--- src/rtl/axis_vector_player.sv ---
// axis_vector_player
// On-chip AXI-Stream test-vector player and response checker. Streams
// NUM_VECTORS input frames out of M_AXIS, drains each response frame on
// S_AXIS up to TLAST, and compares every response word against an
// expected table. It reports done/pass/timeout and a saturating error count.
// Both tables are packed parameters: entry i sits at bits [i*CMP_WIDTH +: CMP_WIDTH].
module axis_vector_player #(
    parameter int NUM_IN_WORDS  = 8,
    parameter int NUM_OUT_WORDS = 8,
    parameter int NUM_VECTORS   = 2,
    parameter int CMP_WIDTH     = 8,
    parameter int TIMEOUT_CYC   = 1024,
    parameter logic [NUM_VECTORS*NUM_IN_WORDS*CMP_WIDTH-1:0]  IN_ROM  = '0,
    parameter logic [NUM_VECTORS*NUM_OUT_WORDS*CMP_WIDTH-1:0] EXP_ROM = '0
) (
    input  logic        ACLK,
    input  logic        ARESET,
    input  logic        start,
    output logic        M_AXIS_TVALID,
    output logic [31:0] M_AXIS_TDATA,
    output logic        M_AXIS_TLAST,
    input  logic        M_AXIS_TREADY,
    input  logic        S_AXIS_TVALID,
    input  logic [31:0] S_AXIS_TDATA,
    input  logic        S_AXIS_TLAST,
    output logic        S_AXIS_TREADY,
    output logic        busy,
    output logic        done,
    output logic        pass,
    output logic        timeout,
    output logic [15:0] err_count
);

    typedef enum logic [2:0] {
        S_IDLE,
        S_SEND,
        S_RECV,
        S_NEXT,
        S_DONE
    } state_t;

    localparam logic [15:0] NIN      = 16'(NUM_IN_WORDS);
    localparam logic [15:0] NOUT     = 16'(NUM_OUT_WORDS);
    localparam logic [15:0] NVEC     = 16'(NUM_VECTORS);
    localparam logic [15:0] TMO_LAST = 16'(TIMEOUT_CYC - 1);

    state_t state, state_nxt;

    logic [15:0] vec;
    logic [15:0] widx;
    logic [15:0] ridx;
    logic [15:0] wd;
    logic [15:0] err;
    logic        done_r;
    logic        pass_r;
    logic        tmo_r;

    logic [31:0]          in_addr;
    logic [31:0]          exp_addr;
    logic [CMP_WIDTH-1:0] in_word;
    logic [CMP_WIDTH-1:0] exp_word;
    logic                 in_beat;
    logic                 out_beat;
    logic                 last_in;
    logic                 last_vec;
    logic                 wd_fire;
    logic [15:0]          err_inc;
    logic [16:0]          err_sum;
    logic [15:0]          err_nxt;

    // Upper response bits are outside the compared width and deliberately ignored.
    logic unused_tdata;
    assign unused_tdata = ^S_AXIS_TDATA[31:CMP_WIDTH];

    // Table lookups, handshakes, watchdog expiry and the next error count.
    always_comb begin
        in_addr  = 32'(vec) * 32'(NUM_IN_WORDS) + 32'(widx);
        exp_addr = 32'(vec) * 32'(NUM_OUT_WORDS) + ((ridx < NOUT) ? 32'(ridx) : 32'd0);
        in_word  = IN_ROM[in_addr*CMP_WIDTH +: CMP_WIDTH];
        exp_word = EXP_ROM[exp_addr*CMP_WIDTH +: CMP_WIDTH];

        in_beat  = (state == S_SEND) && M_AXIS_TREADY;
        out_beat = (state == S_RECV) && S_AXIS_TVALID;
        last_in  = (widx == NIN - 16'd1);
        last_vec = (vec == NVEC - 16'd1);
        wd_fire  = (state == S_RECV) && !S_AXIS_TVALID && (wd == TMO_LAST);

        // Mismatch (or overlong beat) and short-frame penalty land in one update.
        err_inc = 16'd0;
        if (out_beat) begin
            if (ridx < NOUT) begin
                err_inc = (S_AXIS_TDATA[CMP_WIDTH-1:0] != exp_word) ? 16'd1 : 16'd0;
            end else begin
                err_inc = 16'd1;
            end
            if (S_AXIS_TLAST && (ridx + 16'd1 < NOUT)) begin
                err_inc = err_inc + (NOUT - ridx - 16'd1);
            end
        end
        err_sum = {1'b0, err} + {1'b0, err_inc};
        err_nxt = err_sum[16] ? 16'hFFFF : err_sum[15:0];
    end

    // Next-state logic and state-decoded stream/status outputs.
    always_comb begin
        state_nxt     = state;
        M_AXIS_TVALID = 1'b0;
        M_AXIS_TDATA  = 32'd0;
        M_AXIS_TLAST  = 1'b0;
        S_AXIS_TREADY = 1'b0;
        busy          = 1'b0;

        case (state)
            S_IDLE: begin
                if (start) state_nxt = S_SEND;
            end
            S_SEND: begin
                M_AXIS_TVALID = 1'b1;
                M_AXIS_TDATA  = 32'(in_word);
                M_AXIS_TLAST  = last_in;
                busy          = 1'b1;
                if (in_beat && last_in) state_nxt = S_RECV;
            end
            S_RECV: begin
                S_AXIS_TREADY = 1'b1;
                busy          = 1'b1;
                // The final frame goes straight to DONE so done shows one cycle after TLAST.
                if (out_beat && S_AXIS_TLAST) begin
                    state_nxt = last_vec ? S_DONE : S_NEXT;
                end else if (wd_fire) begin
                    state_nxt = S_DONE;
                end
            end
            S_NEXT: begin
                busy      = 1'b1;
                state_nxt = S_SEND;
            end
            S_DONE: begin
                state_nxt = S_IDLE;
            end
            default: begin
                state_nxt = S_IDLE;
            end
        endcase
    end

    // State register.
    always_ff @(posedge ACLK) begin
        if (ARESET) begin
            state <= S_IDLE;
        end else begin
            state <= state_nxt;
        end
    end

    // Indices, watchdog, error count and sticky result flags.
    always_ff @(posedge ACLK) begin
        if (ARESET) begin
            vec    <= 16'd0;
            widx   <= 16'd0;
            ridx   <= 16'd0;
            wd     <= 16'd0;
            err    <= 16'd0;
            done_r <= 1'b0;
            pass_r <= 1'b0;
            tmo_r  <= 1'b0;
        end else begin
            case (state)
                S_IDLE: begin
                    if (start) begin
                        vec    <= 16'd0;
                        widx   <= 16'd0;
                        ridx   <= 16'd0;
                        wd     <= 16'd0;
                        err    <= 16'd0;
                        done_r <= 1'b0;
                        pass_r <= 1'b0;
                        tmo_r  <= 1'b0;
                    end
                end
                S_SEND: begin
                    wd <= 16'd0;
                    if (in_beat) widx <= last_in ? 16'd0 : widx + 16'd1;
                end
                S_RECV: begin
                    err <= err_nxt;
                    if (out_beat) begin
                        wd <= 16'd0;
                        // ridx parks at NOUT so every overlong beat keeps counting.
                        if (ridx < NOUT) ridx <= ridx + 16'd1;
                    end else if (!wd_fire) begin
                        wd <= wd + 16'd1;
                    end
                    if (wd_fire) tmo_r <= 1'b1;
                    if (state_nxt == S_DONE) begin
                        done_r <= 1'b1;
                        pass_r <= (err_nxt == 16'd0) && !wd_fire;
                    end
                end
                S_NEXT: begin
                    vec  <= vec + 16'd1;
                    widx <= 16'd0;
                    ridx <= 16'd0;
                    wd   <= 16'd0;
                end
                default: begin
                end
            endcase
        end
    end

    assign done      = done_r;
    assign pass      = pass_r;
    assign timeout   = tmo_r;
    assign err_count = err;

endmodule

--- config.mk ---
export PLATFORM = sky130hd
export DESIGN_NAME = axis_vector_player
export DESIGN_NICKNAME = d
export VERILOG_FILES = /design/src/rtl/axis_vector_player.sv
export SDC_FILE = /design/constraint.sdc
export NUM_CORES = 1
export LEC_CHECK = 0
export BUFFER_PORTS_ARGS = -buffer_cell sky130_fd_sc_hd__buf_4
export CORE_MARGIN = 3
export CORE_UTILIZATION = 57
export CTS_CLUSTER_DIAMETER = 150
export DETAILED_ROUTE_END_ITERATION = 8
export PLACE_DENSITY = 0.81
export SYNTH_ARGS = -nofsm -noshare
export SYNTH_HDL_FRONTEND = slang
export SYNTH_SLANG_ARGS = --single-unit
--- constraint.sdc ---
create_clock -name ACLK -period 4.6 [get_ports ACLK]
set_input_delay 0.46 -clock ACLK [delete_from_list [all_inputs] [get_ports ACLK]]
set_output_delay 0.46 -clock ACLK [all_outputs]
set_load 0.01 [all_outputs]
[Yosys cells after proc, flatten, opt, wreduce, memory -nomap -nowiden]
Cells that the tools add are included.
Word-level totals
  register bits: 86
  input port bits: 38
  output and inout port bits: 55
  logic and storage cells: 101
Operators by class
  $add $sub $neg: 10
  $lt $le $gt $ge: 2
  eq/ne operators: 15
  shift-type cells: 2
  mux-type cells: 37
  reduce and logical (&&, ||, !) cells: 26
Operators with widths (number)
  128-bit by 24-bit indexed part select with 8-bit output (first input constant): 2
  16-bit 2-to-1 mux: 12
  16-bit one-hot mux with 3 select lines: 3
  16-bit by 1-bit adder with 16-bit output (second input constant): 4
  16-bit one-hot mux with 2 select lines: 2
  19-bit by 16-bit adder with 20-bit output: 2
  16-bit by 4-bit less-than comparator with 1-bit output (second input constant): 2
  16-bit by 16-bit adder with 17-bit output: 1
  16-bit adder: 1
  16-bit by 1-bit equality test with 1-bit output (second input constant): 1
  16-bit by 10-bit equality test with 1-bit output (second input constant): 1
  16-bit by 3-bit equality test with 1-bit output (second input constant): 1
  16-bit zero test: 1
  16-bit by 1-bit subtractor with 16-bit output (second input constant): 1
  4-bit by 16-bit subtractor with 16-bit output (first input constant): 1
  3-bit 2-to-1 mux: 5
  3-bit one-hot mux with 4 select lines: 1
  3-bit AND reduction: 4
  1-bit 2-to-1 mux: 10
  3-bit nonzero test: 3
  1-bit logical AND: 8
  8-bit 2-to-1 mux: 1
  2-bit inequality test (second input constant): 4
  8-bit inequality test: 1
  other kinds (13): 20

[Longest topological paths before layout]
  word-level depth: 17
  depth in mapped cells: 21
  gate-level depth less buffers: 17

[Worst setup path before layout]
OpenSTA, ideal clock, no wires.
  path type: register to register
  from: register ridx[0]
  to: register err[13] (netlist: err_count[13])
  arrival: 4137 ps
  required time: 4486 ps
  slack: 349 ps
  stages on the path, launching flop included: 19
  buffers on the path: 1
  period minus slack after synthesis: 4251 ps
  cells stage by stage: dfxtp_1 ha_1 a211o_1 o21ai_0 a31oi_1 or4_1 a221oi_2 mux2i_1 nor2_1 ha_1 fa_1 a211oi_1 o211ai_1 nand3_1 a21oi_1 or2_0 clkbuf_1 o41a_1 a21o_1
Between the ends
  longest elaborated chain between the ends: 14
RTL lines
  start: declaration: line 51  | logic [15:0] ridx;
  start signal: assignment: line 190  | if (ridx < NOUT) ridx <= ridx + 16'd1;
  16-bit by 4-bit less-than comparator with 1-bit output: line 78, 91
  16-bit 2-to-1 mux: line 78  | exp_addr = 32'(vec) * 32'(NUM_OUT_WORDS) + ((ridx < NOUT) ? 32'(ridx) : 32'd0);
  19-bit by 16-bit adder with 20-bit output: line 78
  128-bit by 24-bit indexed part select with 8-bit output: line 80  | exp_word = EXP_ROM[exp_addr*CMP_WIDTH +: CMP_WIDTH];
  8-bit inequality test: line 92  | err_inc = (S_AXIS_TDATA[CMP_WIDTH-1:0] != exp_word) ? 16'd1 : 16'd0;
  1-bit 2-to-1 mux: line 92
  1-bit 2-to-1 mux: line 91  | if (ridx < NOUT) begin
  16-bit 2-to-1 mux: line 90  | if (out_beat) begin
  16-bit adder: line 97  | err_inc = err_inc + (NOUT - ridx - 16'd1);
  16-bit 2-to-1 mux (*): line 96  | if (S_AXIS_TLAST && (ridx + 16'd1 < NOUT)) begin
  16-bit 2-to-1 mux (*): line 90
  16-bit by 16-bit adder with 17-bit output (*): line 100  | err_sum = {1'b0, err} + {1'b0, err_inc};
  16-bit 2-to-1 mux (*): line 101  | err_nxt = err_sum[16] ? 16'hFFFF : err_sum[15:0];
  16-bit one-hot mux with 2 select lines (*): line 168  | case (state)
  end signal: assignment: line 186  | err <= err_nxt;
  end: declaration: line 53  | logic [15:0] err;
Mark *: on every way between the ends. The rest lies on a longest branch, timed or not. The select of a mux whose other input is x is not followed.
A chain may end at the register's enable or synchronous reset.

[Worst setup path after layout]
  from: register ridx[1]
  to: register pass_r (netlist: pass)
Between the ends
  longest elaborated chain between the ends: 17
RTL lines
  16-bit by 4-bit less-than comparator with 1-bit output: line 78, 91
  16-bit 2-to-1 mux: line 78
  19-bit by 16-bit adder with 20-bit output: line 78
  128-bit by 24-bit indexed part select with 8-bit output: line 80
  8-bit inequality test: line 92
  1-bit 2-to-1 mux: line 92
  1-bit 2-to-1 mux: line 91
  16-bit 2-to-1 mux: line 90
  16-bit adder: line 97
  16-bit 2-to-1 mux (*): line 96
  16-bit 2-to-1 mux (*): line 90
  16-bit by 16-bit adder with 17-bit output (*): line 100
  16-bit 2-to-1 mux (*): line 101
  16-bit zero test (*): line 197  | pass_r <= (err_nxt == 16'd0) && !wd_fire;
  1-bit logical AND (*): line 197
  1-bit 2-to-1 mux (*): line 195  | if (state_nxt == S_DONE) begin
  1-bit one-hot mux with 2 select lines (*): line 168
  end signal: assignment: line 197
  end: declaration: line 55  | logic pass_r;
Marked as above.

==> reports/results.tsv <==
stage	metric	value	unit
worst_setup_path	slowest stage cell, crit path	or4_1	
cells_and_area	area occupied by multi-input gates	3360	um2
cells_and_area	fillers	783	
synthesis	Synth Area in Simple Gates	30.2	%
clocking	Inserted Clock Buffers	9	
placed_design	hpwl dp	8880	um
synthesis	Synth Area in XOR/XNOR	6.67	%
synthesis	post-synthesis sequential area ratio	32.0	%
synthesis	post-synthesis mux area share	1.39	%
timing	crit path time final	4.41	ns
global_route	gr usage total	23.3	%
worst_setup_path	CP top delay family	simple AND/OR/NAND/NOR gates	
worst_setup_path	buffers plus inverters on the worst setup path	1	
worst_setup_path	CP max stage delay	0.57	ns
cells_and_area	antenna diode count	0	
placed_design	RD Place Congestion	0.929	
synthesis	Adder-Cell Fraction of Synth Area	5.72	%
timing	RSZ-0062 raised after global routing	true	
global_route	pin count of the biggest net entering global routing	36	
clocking	Clock Tree Buf Depth	2	
global_route	global route total overflow	0	
clocking	CTS root buffer	clkbuf_8	
clocking	CTS tree	yes	
clocking	Clk Latency, worst-skew pair	0.36	ns
synthesis	number of synthesized flops with an enable pin	0	
hold_path	WHS Endpoint	state[1]	
clocking	clock tree sinks	86	
cells_and_area	share of post-route cells with drive strength above 1	14.3	%
cells_and_area	Nets	777	
die	Die W	103	um
status	status	finished clean	
synthesis	Post-Syn Instances	689	
worst_setup_path	CP Capture Type	flop	
worst_setup_path	reg2reg path depth	18	
timing	Worst Tran Pin Value	0.877	ns
placed_design	# port buffers	36	
routing	DR DRC count	0	
clocking	Post-CTS Hold Fix Bufs	0	
cells_and_area	Design Area, Final	5810	um2
flow_run	max cap viols	0	
hold_path	Hold Crit Class	primary input to flop	
worst_setup_path	Critical Path RT	4.90	ns
worst_setup_path	type of the worst setup path	flop to flop	
timing	Worst Skew	0.0116	ns
global_route	vias in the first global route	4511	
die	Initial Util	60.3	%
power_and_ir_drop	pwr/cell area	235	nW/um2
routing	Wirelength per Cell	14.6	um
routing	Routed WL	12000	um
routing	DRT iter0 DRCs	311	
die	full die area	10600	um2
power_and_ir_drop	Pwr Total	1.36	mW
worst_setup_path	reg2reg start	ridx[1]	
timing	period utilisation layout	95.9	%
global_route	global-route wire length before repair	20200	um
clocking	CTS H-Tree Depth	3	
synthesis	Post-Syn Area per Cell	7.81	um2
synthesis	area fraction in compound gates after synthesis	15.2	%
timing	Slew HR	41.1	%
worst_setup_path	CP startpoint kind	flop	
cells_and_area	commonest cells after routing, fill and taps aside	nor2_1, dfxtp_1, nand2_1	
hold_path	hold_sp	M_AXIS_TREADY	
clocking	clock transition at the registers of the reported paths	0.09	ns
cells_and_area	register area	1720	um2
synthesis	Synth Flop Type	dfxtp_1	
power_and_ir_drop	Leak	2.30	nW
synthesis	post-synth cell types	74	
power_and_ir_drop	maximum VDD drop	0.221	mV
synthesis	Yosys Warn Count	0	
die	Die Ht	103	um
synthesis	cell area after synthesis	5380	um2
worst_setup_path	Critical Path Fanout Max	5	
worst_setup_path	CP Data Arrival Time	4.71	ns
routing	vias per cell	5.86	
worst_setup_path	Critical R2R Capture	pass	
routing	drt first pass iters	5	
placed_design	Post-Place Cell Area	5570	um2
worst_setup_path	Reg2Reg Setup Slack	0.19	ns
cells_and_area	leading cell type in the layout, fill and taps excluded	nor2_1	
timing	Final setup violation count	0	
routing	Post-DRT Antenna Nets	0	
die	Top Ports	93	
timing	final hold violation count	0	
timing	FMAX	227	MHz
hold_path	hold depth	3	
die	core box area	8930	um2
die	# rows	34	
routing	Via Count	4849	
timing	pins over their slew limit	0	
timing	Hold WS	0.383	ns
synthesis	Synth async-reset ratio	0	%
timing	final setup TNS	0	ns
cells_and_area	area added between synthesis and finish	7.99	%
synthesis	largest family of logic cells by synthesized area	simple AND/OR/NAND/NOR gates	
worst_setup_path	Critical Path, Cell by Cell	ha_2 -> nand2_2 -> xor2_1 -> a31oi_1 -> or4_1 -> a221oi_4 -> mux2i_1 -> nor2_1 -> ha_1 -> fa_2 -> a211oi_2 -> buf_4 -> nor2_1 -> xor2_1 -> or4_1 -> nor4_2 -> nand4b_1 -> o21ai_1	
synthesis	Synth Register Bits	86	
global_route	antenna violations before repair	0	
## flip-flops by register name, summed over array words and instances, names as in the netlist
signal and count:
done 1, err_count 16, pass 1, ridx 16
state 3, timeout 1, vec 16, wd 16
widx 16
## final cells by class
cell class                 count  share of cell area [%]
timing repair buffer          45                    5.81
tap                          108                    2.32
clock buffer                  10                    2.19
multi-input combinational    554                    57.8
clock inverter                 5                    1.03
inverter                      19                    1.23
sequential                    86                    29.7
## metrics by stage
step / setup slack (ns) / cells / util, %
floorplan: 0.349 / 720 / -
global placement: 0.116 / 811 / 62.3
detailed placement: -0.0578 / 811 / 62.3
CTS: 0.0343 / 826 / 64.6
global route: -0.0363 / 827 / 65.1
finish: 0.191 / 827 / 65.1
## power breakdown
group	internal [mW]	switching [mW]
clock	0.250	0.280
combinational	0.0246	0.0588
sequential	0.747	0.00362
## repair_timing
action	in CTS	in global routing
endpoints found under the setup margin	1	8
pin swaps	0	2
resized for setup	3	8
endpoints found under the hold margin	0	0
setup buffers	0	1
gates cloned	0	0
## synthesized netlist by cell type, types with 2 or more instances
cell | instances | area, um2
a311oi_1 | 2 | 17.5
a21oi_1 | 39 | 195
a211o_1 | 2 | 17.5
xnor2_1 | 17 | 149
nor4b_1 | 3 | 26.3
ha_1 | 23 | 288
buf_6 | 5 | 56.3
nand3_2 | 2 | 20.0
o21a_1 | 4 | 30.0
nand4b_1 | 2 | 17.5
nand3b_1 | 2 | 15.0
mux2i_1 | 3 | 30.0
o211ai_1 | 2 | 15.0
clkbuf_1 | 22 | 82.6
nor3_1 | 20 | 100
nand2_1 | 68 | 255
nor2_2 | 10 | 62.6
and3_1 | 10 | 62.6
buf_4 | 32 | 240
o31ai_1 | 2 | 15.0
or4_1 | 5 | 37.5
nor2b_1 | 2 | 12.5
or2_2 | 7 | 43.8
nand2b_1 | 3 | 18.8
a21o_1 | 7 | 52.6
nand4_1 | 13 | 81.3
or3_1 | 8 | 50.1
mux2_2 | 4 | 45.0
and3_2 | 2 | 15.0
inv_1 | 18 | 67.6
nor4_1 | 17 | 106
o21ai_1 | 4 | 20.0
o21ai_0 | 34 | 170
xor2_1 | 24 | 210
a31oi_1 | 7 | 43.8
and4_1 | 5 | 43.8
o21bai_1 | 3 | 22.5
nor2_1 | 91 | 342
a211oi_1 | 5 | 37.5
dfxtp_1 | 86 | 1720
o31a_1 | 2 | 17.5
and2_1 | 12 | 75.1
o22ai_1 | 2 | 12.5
nand3_1 | 28 | 140
## how the worst max path moves through the flow
stage,slack [ns],cells after the start,from,endpoint
final,0.19,18,ridx[1],pass
after global routing,-0.04,18,ridx[1],pass
after CTS,0.03,18,ridx[0],pass
after detailed placement,-0.06,18,ridx[1],pass
after global placement,0.12,18,ridx[0],pass
after floorplan,0.35,18,ridx[0],err_count[13]
## cell families after synthesis
kind of cell             count (synthesis)
AO/OA/AOI/OAI                          130
other                                    1
AND/OR/NAND/NOR                        320
multiplexers                             7
adder cells (fa/ha/maj)                 24
flip-flops                              86
buffers and inverters                   80
XOR/XNOR                                41
## worst min-delay path, stage by stage
cell	delay, ns
buf_4	0.12
nand2_1	0.06
a21oi_1	0.06
## layer usage
layer / GRT usage, % / wire length (um) / vias to the layer above
met5: 0 / 0 / -
li1: - / - / 2424
met2: 39.0 / 5770 / 126
met3: 5.43 / 597 / 13
met1: 30.4 / 5530 / 2286
met4: 6.27 / 141 / 0
No activity file was read; power rests on OpenSTA's default activity.
